==> src/rtl/stream_scheduler.sv <==
// Round-robin scheduler sharing one filter between NR_STREAMS sample streams.
// Define STREAM_SCHED_TIMEOUT_EN to abandon a fetch after TIMEOUT cycles.
module stream_scheduler #(
    parameter int DWIDTH         = 16,
    parameter int NR_STREAMS     = 16,
    parameter int NR_STREAMS_LOG = 4,
    parameter int TIMEOUT        = 255
) (
    input  logic                         clk,
    input  logic                         rst,
    input  logic [NR_STREAMS-1:0]        stream_en,
    output logic [NR_STREAMS-1:0]        req_in,
    input  logic [NR_STREAMS-1:0]        ack_in,
    input  logic [0:NR_STREAMS*DWIDTH-1] data_in,
    input  logic                         flt_req_in,
    output logic                         flt_ack_in,
    output logic [0:DWIDTH-1]            flt_data_in,
    input  logic                         flt_req_out,
    output logic                         flt_ack_out,
    input  logic [0:DWIDTH-1]            flt_data_out,
    output logic [NR_STREAMS-1:0]        req_out,
    input  logic [NR_STREAMS-1:0]        ack_out,
    output logic [0:DWIDTH-1]            data_out,
    output logic [NR_STREAMS_LOG-1:0]    cur_stream,
    output logic                         busy,
    output logic                         timeout
);

    typedef enum logic [2:0] {
        IDLE, FETCH, FEED, DRAIN, DELIVER, NEXT
    } state_t;

    localparam int CW = (TIMEOUT > 1) ? $clog2(TIMEOUT + 1) : 1;

`ifdef STREAM_SCHED_TIMEOUT_EN
    localparam bit TO_EN = 1'b1;
`else
    localparam bit TO_EN = 1'b0;
`endif

    state_t                      state_q, state_d;
    logic [NR_STREAMS_LOG-1:0]   cur_q, cur_d;
    logic [NR_STREAMS-1:0]       req_in_q, req_in_d;
    logic [NR_STREAMS-1:0]       req_out_q, req_out_d;
    logic                        flt_ack_in_q, flt_ack_in_d;
    logic                        flt_ack_out_q, flt_ack_out_d;
    logic [0:DWIDTH-1]           flt_data_in_q, flt_data_in_d;
    logic [0:DWIDTH-1]           data_out_q, data_out_d;
    logic                        busy_q, busy_d;
    logic                        timeout_q, timeout_d;
    logic [CW-1:0]               cnt_q, cnt_d;
    int                          cur_i;

    // First enabled index at or after start, wrapping past the top.
    function automatic logic [NR_STREAMS_LOG-1:0] pick(
        input logic [NR_STREAMS-1:0] en,
        input int                    start
    );
        logic [NR_STREAMS_LOG-1:0] r;
        logic [NR_STREAMS-1:0]     sh;
        logic                      found;
        int                        j;
        r     = '0;
        found = 1'b0;
        for (int k = 0; k < NR_STREAMS; k++) begin
            j  = (start + k) % NR_STREAMS;
            sh = en >> j;
            if (!found && sh[0]) begin
                r     = NR_STREAMS_LOG'(j);
                found = 1'b1;
            end
        end
        return r;
    endfunction

    function automatic logic [NR_STREAMS-1:0] onehot(
        input logic [NR_STREAMS_LOG-1:0] idx
    );
        logic [NR_STREAMS-1:0] one;
        one    = '0;
        one[0] = 1'b1;
        return one << idx;
    endfunction

    function automatic logic bit_at(
        input logic [NR_STREAMS-1:0]     v,
        input logic [NR_STREAMS_LOG-1:0] idx
    );
        logic [NR_STREAMS-1:0] sh;
        sh = v >> idx;
        return sh[0];
    endfunction

    always_comb begin
        state_d       = state_q;
        cur_d         = cur_q;
        req_in_d      = req_in_q;
        req_out_d     = req_out_q;
        flt_ack_in_d  = flt_ack_in_q;
        flt_ack_out_d = flt_ack_out_q;
        flt_data_in_d = flt_data_in_q;
        data_out_d    = data_out_q;
        timeout_d     = 1'b0;
        cnt_d         = cnt_q;
        cur_i         = int'(cur_q);

        case (state_q)
            IDLE: begin
                if (|stream_en) begin
                    cur_d    = pick(stream_en, cur_i);
                    req_in_d = onehot(cur_d);
                    cnt_d    = '0;
                    state_d  = FETCH;
                end
            end
            FETCH: begin
                if (bit_at(ack_in, cur_q)) begin
                    flt_data_in_d = data_in[cur_i*DWIDTH +: DWIDTH];
                    req_in_d      = '0;
                    flt_ack_in_d  = 1'b1;
                    state_d       = FEED;
                end else if (TO_EN && cnt_q == CW'(TIMEOUT - 1)) begin
                    req_in_d  = '0;
                    timeout_d = 1'b1;
                    state_d   = NEXT;
                end else if (TO_EN) begin
                    cnt_d = cnt_q + CW'(1);
                end
            end
            FEED: begin
                if (flt_req_in && flt_ack_in_q) begin
                    flt_ack_in_d  = 1'b0;
                    flt_ack_out_d = 1'b1;
                    state_d       = DRAIN;
                end
            end
            DRAIN: begin
                if (flt_req_out && flt_ack_out_q) begin
                    data_out_d    = flt_data_out;
                    flt_ack_out_d = 1'b0;
                    req_out_d     = onehot(cur_q);
                    state_d       = DELIVER;
                end
            end
            DELIVER: begin
                if (bit_at(ack_out, cur_q)) begin
                    req_out_d = '0;
                    state_d   = NEXT;
                end
            end
            NEXT: begin
                if (|stream_en) begin
                    cur_d    = pick(stream_en, cur_i + 1);
                    req_in_d = onehot(cur_d);
                    cnt_d    = '0;
                    state_d  = FETCH;
                end else begin
                    state_d = IDLE;
                end
            end
            default: state_d = IDLE;
        endcase

        busy_d = (state_d != IDLE);
    end

    always_ff @(posedge clk or posedge rst) begin
        if (rst) begin
            state_q       <= IDLE;
            cur_q         <= '0;
            req_in_q      <= '0;
            req_out_q     <= '0;
            flt_ack_in_q  <= 1'b0;
            flt_ack_out_q <= 1'b0;
            flt_data_in_q <= '0;
            data_out_q    <= '0;
            busy_q        <= 1'b0;
            timeout_q     <= 1'b0;
            cnt_q         <= '0;
        end else begin
            state_q       <= state_d;
            cur_q         <= cur_d;
            req_in_q      <= req_in_d;
            req_out_q     <= req_out_d;
            flt_ack_in_q  <= flt_ack_in_d;
            flt_ack_out_q <= flt_ack_out_d;
            flt_data_in_q <= flt_data_in_d;
            data_out_q    <= data_out_d;
            busy_q        <= busy_d;
            timeout_q     <= timeout_d;
            cnt_q         <= cnt_d;
        end
    end

    assign req_in      = req_in_q;
    assign req_out     = req_out_q;
    assign flt_ack_in  = flt_ack_in_q;
    assign flt_ack_out = flt_ack_out_q;
    assign flt_data_in = flt_data_in_q;
    assign data_out    = data_out_q;
    assign cur_stream  = cur_q;
    assign busy        = busy_q;
    assign timeout     = timeout_q;

endmodule

==> config.mk <==
export PLATFORM = sky130hd
export DESIGN_NAME = stream_scheduler
export DESIGN_NICKNAME = d
export VERILOG_FILES = /design/src/rtl/stream_scheduler.sv
export SDC_FILE = /design/constraint.sdc
export NUM_CORES = 1
export LEC_CHECK = 0
export ABC_AREA = 1
export CAP_MARGIN = 15
export CORE_AREA = 2 2 153 155
export CTS_BUF_LIST = sky130_fd_sc_hd__clkbuf_4 sky130_fd_sc_hd__clkbuf_8
export DETAILED_ROUTE_END_ITERATION = 6
export DIE_AREA = 0 0 155 157
export DONT_BUFFER_PORTS = 1
export SYNTH_ARGS = -nofsm -noshare
export SYNTH_HDL_FRONTEND = slang
export SYNTH_SLANG_ARGS = --single-unit
==> constraint.sdc <==
create_clock -name clk -period 6.1 [get_ports clk]
set_input_delay 1.22 -clock clk [delete_from_list [all_inputs] [get_ports clk]]
set_output_delay 1.22 -clock clk [all_outputs]
set_load 0.01 [all_outputs]
==> After elaboration in Yosys (flattened, before gate mapping) <==
Cells that the tools add are included.
{ "word_totals": {"register_bits": 74, "input_bits": 324, "output_inout_bits": 72} }
{ "classes": {"addsub": 30, "eq_ne": 11, "n_shift": 37, "n_mux": 149, "n_bitwise": 31, "n_reduce_logical": 107} }
{ "ops": {"columns": ["operator", "count"], "rows": [
  ["right shift 16 x 32 -> 1 bit", 30],
  ["variable part select 256 x 32 -> 257 bit", 1],
  ["2-to-1 mux 4 bit", 38],
  ["OR reduction 4 bit", 30],
  ["2-to-1 mux 1 bit", 95],
  ["2-to-1 mux 16 bit", 5],
  ["adder 4 bit (second input constant)", 16],
  ["case mux 16 bit (3 select lines)", 1],
  ["<< shifter 1 x 4 -> 16 bit (first input constant)", 3],
  ["right shift 16 x 4 -> 1 bit", 3],
  ["adder 4 x 3 -> 4 bit (second input constant)", 8],
  ["logical AND 1 bit", 32],
  ["inverter 8 -> 32 bit", 1],
  ["case mux 16 bit (2 select lines)", 1],
  ["bitwise AND 1 bit (first input constant)", 30],
  ["zero test 1 bit", 30],
  ["case mux 3 bit (6 select lines)", 1],
  ["adder 4 x 2 -> 4 bit (second input constant)", 4],
  ["OR reduction 16 bit", 1],
  ["2-to-1 mux 3 bit", 5],
  ["inequality test 2 bit (second input constant)", 6],
  ["AND reduction 3 bit", 4],
  ["adder 4 x 1 -> 4 bit (second input constant)", 2],
  ["case mux 4 bit (2 select lines)", 1],
  ["9 further kinds", 17]
]} }

==> Logic depth before layout (Yosys ltp) <==
{ "logic_depth": {"word_depth": 85, "mapped_depth": 37} }

==> Worst setup path after synthesis <==
OpenSTA, ideal clock, no wires.
{ "synth_timing": {"kind": "register -> register", "from": "register cur_q[0] (netlist: cur_stream[0])", "to": "register req_in_q[2] (netlist: req_in[2])", "setup_time_ps": 118, "t_arrival_ps": 4956, "t_required_ps": 5982, "setup_slack_ps": 1026, "path_stages_with_launch": 31, "path_buffers": 7, "path_cell_list": "dfrtp_1 inv_2 buf_2 clkbuf_1 clkbuf_1 clkbuf_1 clkbuf_1 clkbuf_1 ha_1 inv_2 buf_4 nand2_1 nor2_1 nor2_1 a21oi_2 inv_2 and2_1 a21oi_2 nand4_4 nor2_8 nand2_2 nor2_2 nand3_1 o21ai_1 inv_1 nand2_1 nand2_1 nand3_2 nand2_4 nand3_1 nand2_1"} }
{ "synth_between": {"elab_chain_len": 85} }
{ "synth_rtl": {"columns": ["element", "line", "rtl"], "rows": [
  ["start: declaration", "42", "logic [NR_STREAMS_LOG-1:0] cur_q, cur_d;"],
  ["start signal: assignment", "182", "cur_q <= cur_d;"],
  ["parallel branches: the longest is 85 deep, another holds adder 4 x 1 -> 4 bit", null, null],
  ["end signal: assignment", "183", "req_in_q <= req_in_d;"],
  ["end: declaration", "43", "logic [NR_STREAMS-1:0] req_in_q, req_in_d;"]
]} }
Several ways; the timed one is not identified. The select of a mux whose other input is x is not followed.
A chain may end at the register's enable or synchronous reset.

==> Worst setup path after layout <==
{ "layout_timing": {"from": "register cur_q[0] (netlist: cur_stream[0])", "to": "register req_in_q[14] (netlist: req_in[14])"} }
Same word-level chain as after synthesis.

==> out/results.tsv <==
stage	metric	value	unit
timing	Pins Over Slew Limit	0	
clock_tree	CTS H-tree depth	3	
synth	area fraction of the dominant cell type after synthesis	20.5	%
floorplanning	num ports	396	
worst_hold_path	worst hold path stage count	2	
floorplanning	Site Rows	55	
setup_path	critical path startpoint category	flop	
setup_path	slowest CP cell	dfrtp_4	
floorplanning	initial core utilization	40.1	%
setup_path	R2R Path End	req_in[14]	
setup_path	crit-path leading delay family	simple AND/OR/NAND/NOR gates	
drt	routed length per instance	23.7	um
worst_hold_path	hold path start	data_out[1]	
cells_and_area	# nets final	1844	
timing	setup violators final	0	
clock_tree	post-CTS setup buffer count	0	
worst_hold_path	Hold Path Class	flop to flop	
floorplanning	die height	157	um
outcome	status	finished, final reports clean	
floorplanning	Core Region	22500	um2
cells_and_area	Layout Utilization	41.9	%
global_route	largest net degree at the start of global routing	171	
worst_hold_path	Worst Hold Path EP	data_out[1]	
timing	Final Hold Viols	0	
setup_path	R2R depth	27	
cells_and_area	commonest non-fill, non-tap cells in the layout	nand2_1, nor2_1, o21ai_0	
clock_tree	CTS Buf Count	9	
drt	detail-routed via count per cell	6.01	
setup_path	most used cell, CP	nand2_1	
setup_path	CP Capture Type	flop	
global_route	global route overflow	0	
global_route	GRT Util Overall	33.5	%
global_route	antenna violations before repair	9	
drt	Via Count	10800	
synth	Yosys cell types	44	
drt	drt total wl	42.7	mm
synth	register area share after synthesis	20.5	%
clock_tree	Resized cells post-CTS	0	
global_route	vias in the first global route	9874	
synth	cell taking the most area after synthesis	dfrtp_1	
synth	Synth Cell Area	9020	um2
drt	Routed Antenna Nets	0	
setup_path	Worst path max stage delay	0.75	ns
timing	fin crit period	4.74	ns
drt	1st-iter DRT viols	1125	
cells_and_area	Area Overhead vs Synth	4.41	%
place	Place WS	1.45	ns
place	post-detail-place hpwl	34.3	mm
cells_and_area	fillers	2491	
synth	Mapped Nets	1897	
timing	Setup WS post-layout	1.36	ns
run	Max-Cap Viols	0	
drt	First-pass DRT Iterations	5	
setup_path	r2r setup slk	1.36	ns
setup_path	R2R Path Start	cur_stream[0]	
timing	Worst-Margin Slew	1.13	ns
setup_path	Worst Path Required	6.40	ns
global_route	first-pass GRT wire length	61.5	mm
clock_tree	clock root buffer	clkbuf_8	
timing	Slew HR	24.5	%
timing	final worst-path cycle share	77.7	%
cells_and_area	share of cells above drive strength 1	6.68	%
clock_tree	Worst-path clk slew	0.08	ns
clock_tree	clk sink count	74	
floorplanning	die width	155	um
clock_tree	CTS Buffer Depth	2	
cells_and_area	most common cell after layout, fill and taps aside	nand2_1	
synth	FF+latch count, synth	74	
setup_path	buffers plus inverters on the worst setup path	3	
setup_path	Worst Setup Path Type	flop to flop	
synth	Ys Warns	0	
setup_path	worst path arrival time	5.03	ns
timing	RSZ-0062 raised after global routing	no	
synth	top post-synthesis cells by area	dfrtp_1, nand2_1, o21ai_0, nor2_1, nand3_1	
synth	average size of a mapped cell	5.79	um2
clock_tree	Post-CTS Hold Buffers	0	
clock_tree	CTS tree	done	
timing	fmax	211	MHz
synth	Post-Syn Instances	1559	
floorplanning	Die ar.	24300	um2
timing	post-route setup TNS	0	ns
drt	final routed DRC violation total	0	
clock_tree	clk_lat worst skew	0.36	ns
place	placer congestion estimate	1.00	
setup_path	Max Fanout on Critical Path	40	
timing	Hold WS	0.549	ns
place	I/O Buffers	0	
timing	clock skew	0.0137	ns
==> sequential cells by signal, summed over array words and instances (netlist names) <==
| name | count |
|---|---|
| cur_stream | 4 |
| flt_ack_out | 1 |
| busy | 1 |
| data_out | 16 |
| flt_ack_in | 1 |
| state_q | 3 |
| req_out | 16 |
| req_in | 16 |
| flt_data_in | 16 |
==> metrics by stage <==
stage / instance area [um2] / instances
floorplan: 9020 / 1559
global placement: 9160 / 1780
detailed placement: 9160 / 1780
CTS: 9400 / 1796
global route: 9410 / 1799
finish: 9420 / 1803
==> cell usage after synthesis, drive strengths merged <==
master / count
a21oi: 23
a221oi: 16
a22o: 18
and2: 1
buf: 23
clkbuf: 61
clkinv: 6
conb: 1
dfrtp: 74
ha: 14
inv: 110
nand2: 443
nand3: 162
nand3b: 4
nand4: 40
nor2: 251
nor3: 11
nor4: 3
o211ai: 2
o21a: 4
o21ai: 199
o22ai: 73
o31ai: 2
or2: 1
xnor2: 5
xor2: 12
==> cells by family after synthesis <==
| family | synth area share [%] |
|---|---|
| buffers and inverters | 9.25 |
| AOI/OAI and AO/OA | 21.5 |
| other | 0.0416 |
| and+or+nand+nor | 44.9 |
| xor gates and xnor gates | 1.82 |
| DFF | 20.5 |
| adders and majority gates | 1.94 |
==> worst reg2reg max path: stages, from the launching register on <==
cell and delay (ns):
dfrtp_4 0.75, inv_6 0.16, ha_1 0.57, buf_4 0.30
nand2_1 0.08, nand2_1 0.37, nand2_1 0.12, nand2_1 0.11
nand2_1 0.06, nand3_2 0.07, nand2_2 0.09, nor2_4 0.18
nand4_4 0.14, nor2_8 0.16, nand4_4 0.14, nor2_1 0.20
inv_1 0.10, nor2_1 0.16, nor2_1 0.07, nand2_1 0.07
nand2_1 0.06, nand4_1 0.09, nand2_1 0.08, nand3_1 0.07
nand2_1 0.14, nor2_1 0.18, nand4_1 0.10, nand2_1 0.07
==> cell type report <==
cell class / count / area, um2 / area share (%)
Tap cell: 285 / 357 / 3.79
Clock inverter: 6 / 113 / 1.20
Inverter: 116 / 444 / 4.72
Timing Repair Buffer: 20 / 163 / 1.73
Clock buffer: 10 / 131 / 1.39
Antenna cell: 7 / 17.5 / 0.186
Sequential cell: 74 / 1860 / 19.7
Multi-Input combinational cell: 1285 / 6340 / 67.3
==> worst max-delay path by stage <==
stage / from / to / depth (start not counted)
2_1_floorplan: cur_stream[0] / req_in[2] / 30
3_3_place_gp: cur_stream[0] / req_in[14] / 27
3_5_place_dp: cur_stream[0] / req_in[14] / 27
4_1_cts: cur_stream[0] / req_in[5] / 26
5_1_grt: cur_stream[0] / req_in[3] / 28
6_report: cur_stream[0] / req_in[14] / 27
==> layer usage <==
metal	vias up	GRT usage (%)	routed length, um
met5	-	0	8
met4	2	8.69	1130
met2	527	56.2	20300
met3	58	7.24	3650
li1	5139	-	-
met1	5117	43.9	17600
Power is not shown: default switching activity piles up to over one toggle a cycle in this logic, so the estimate is an artifact.
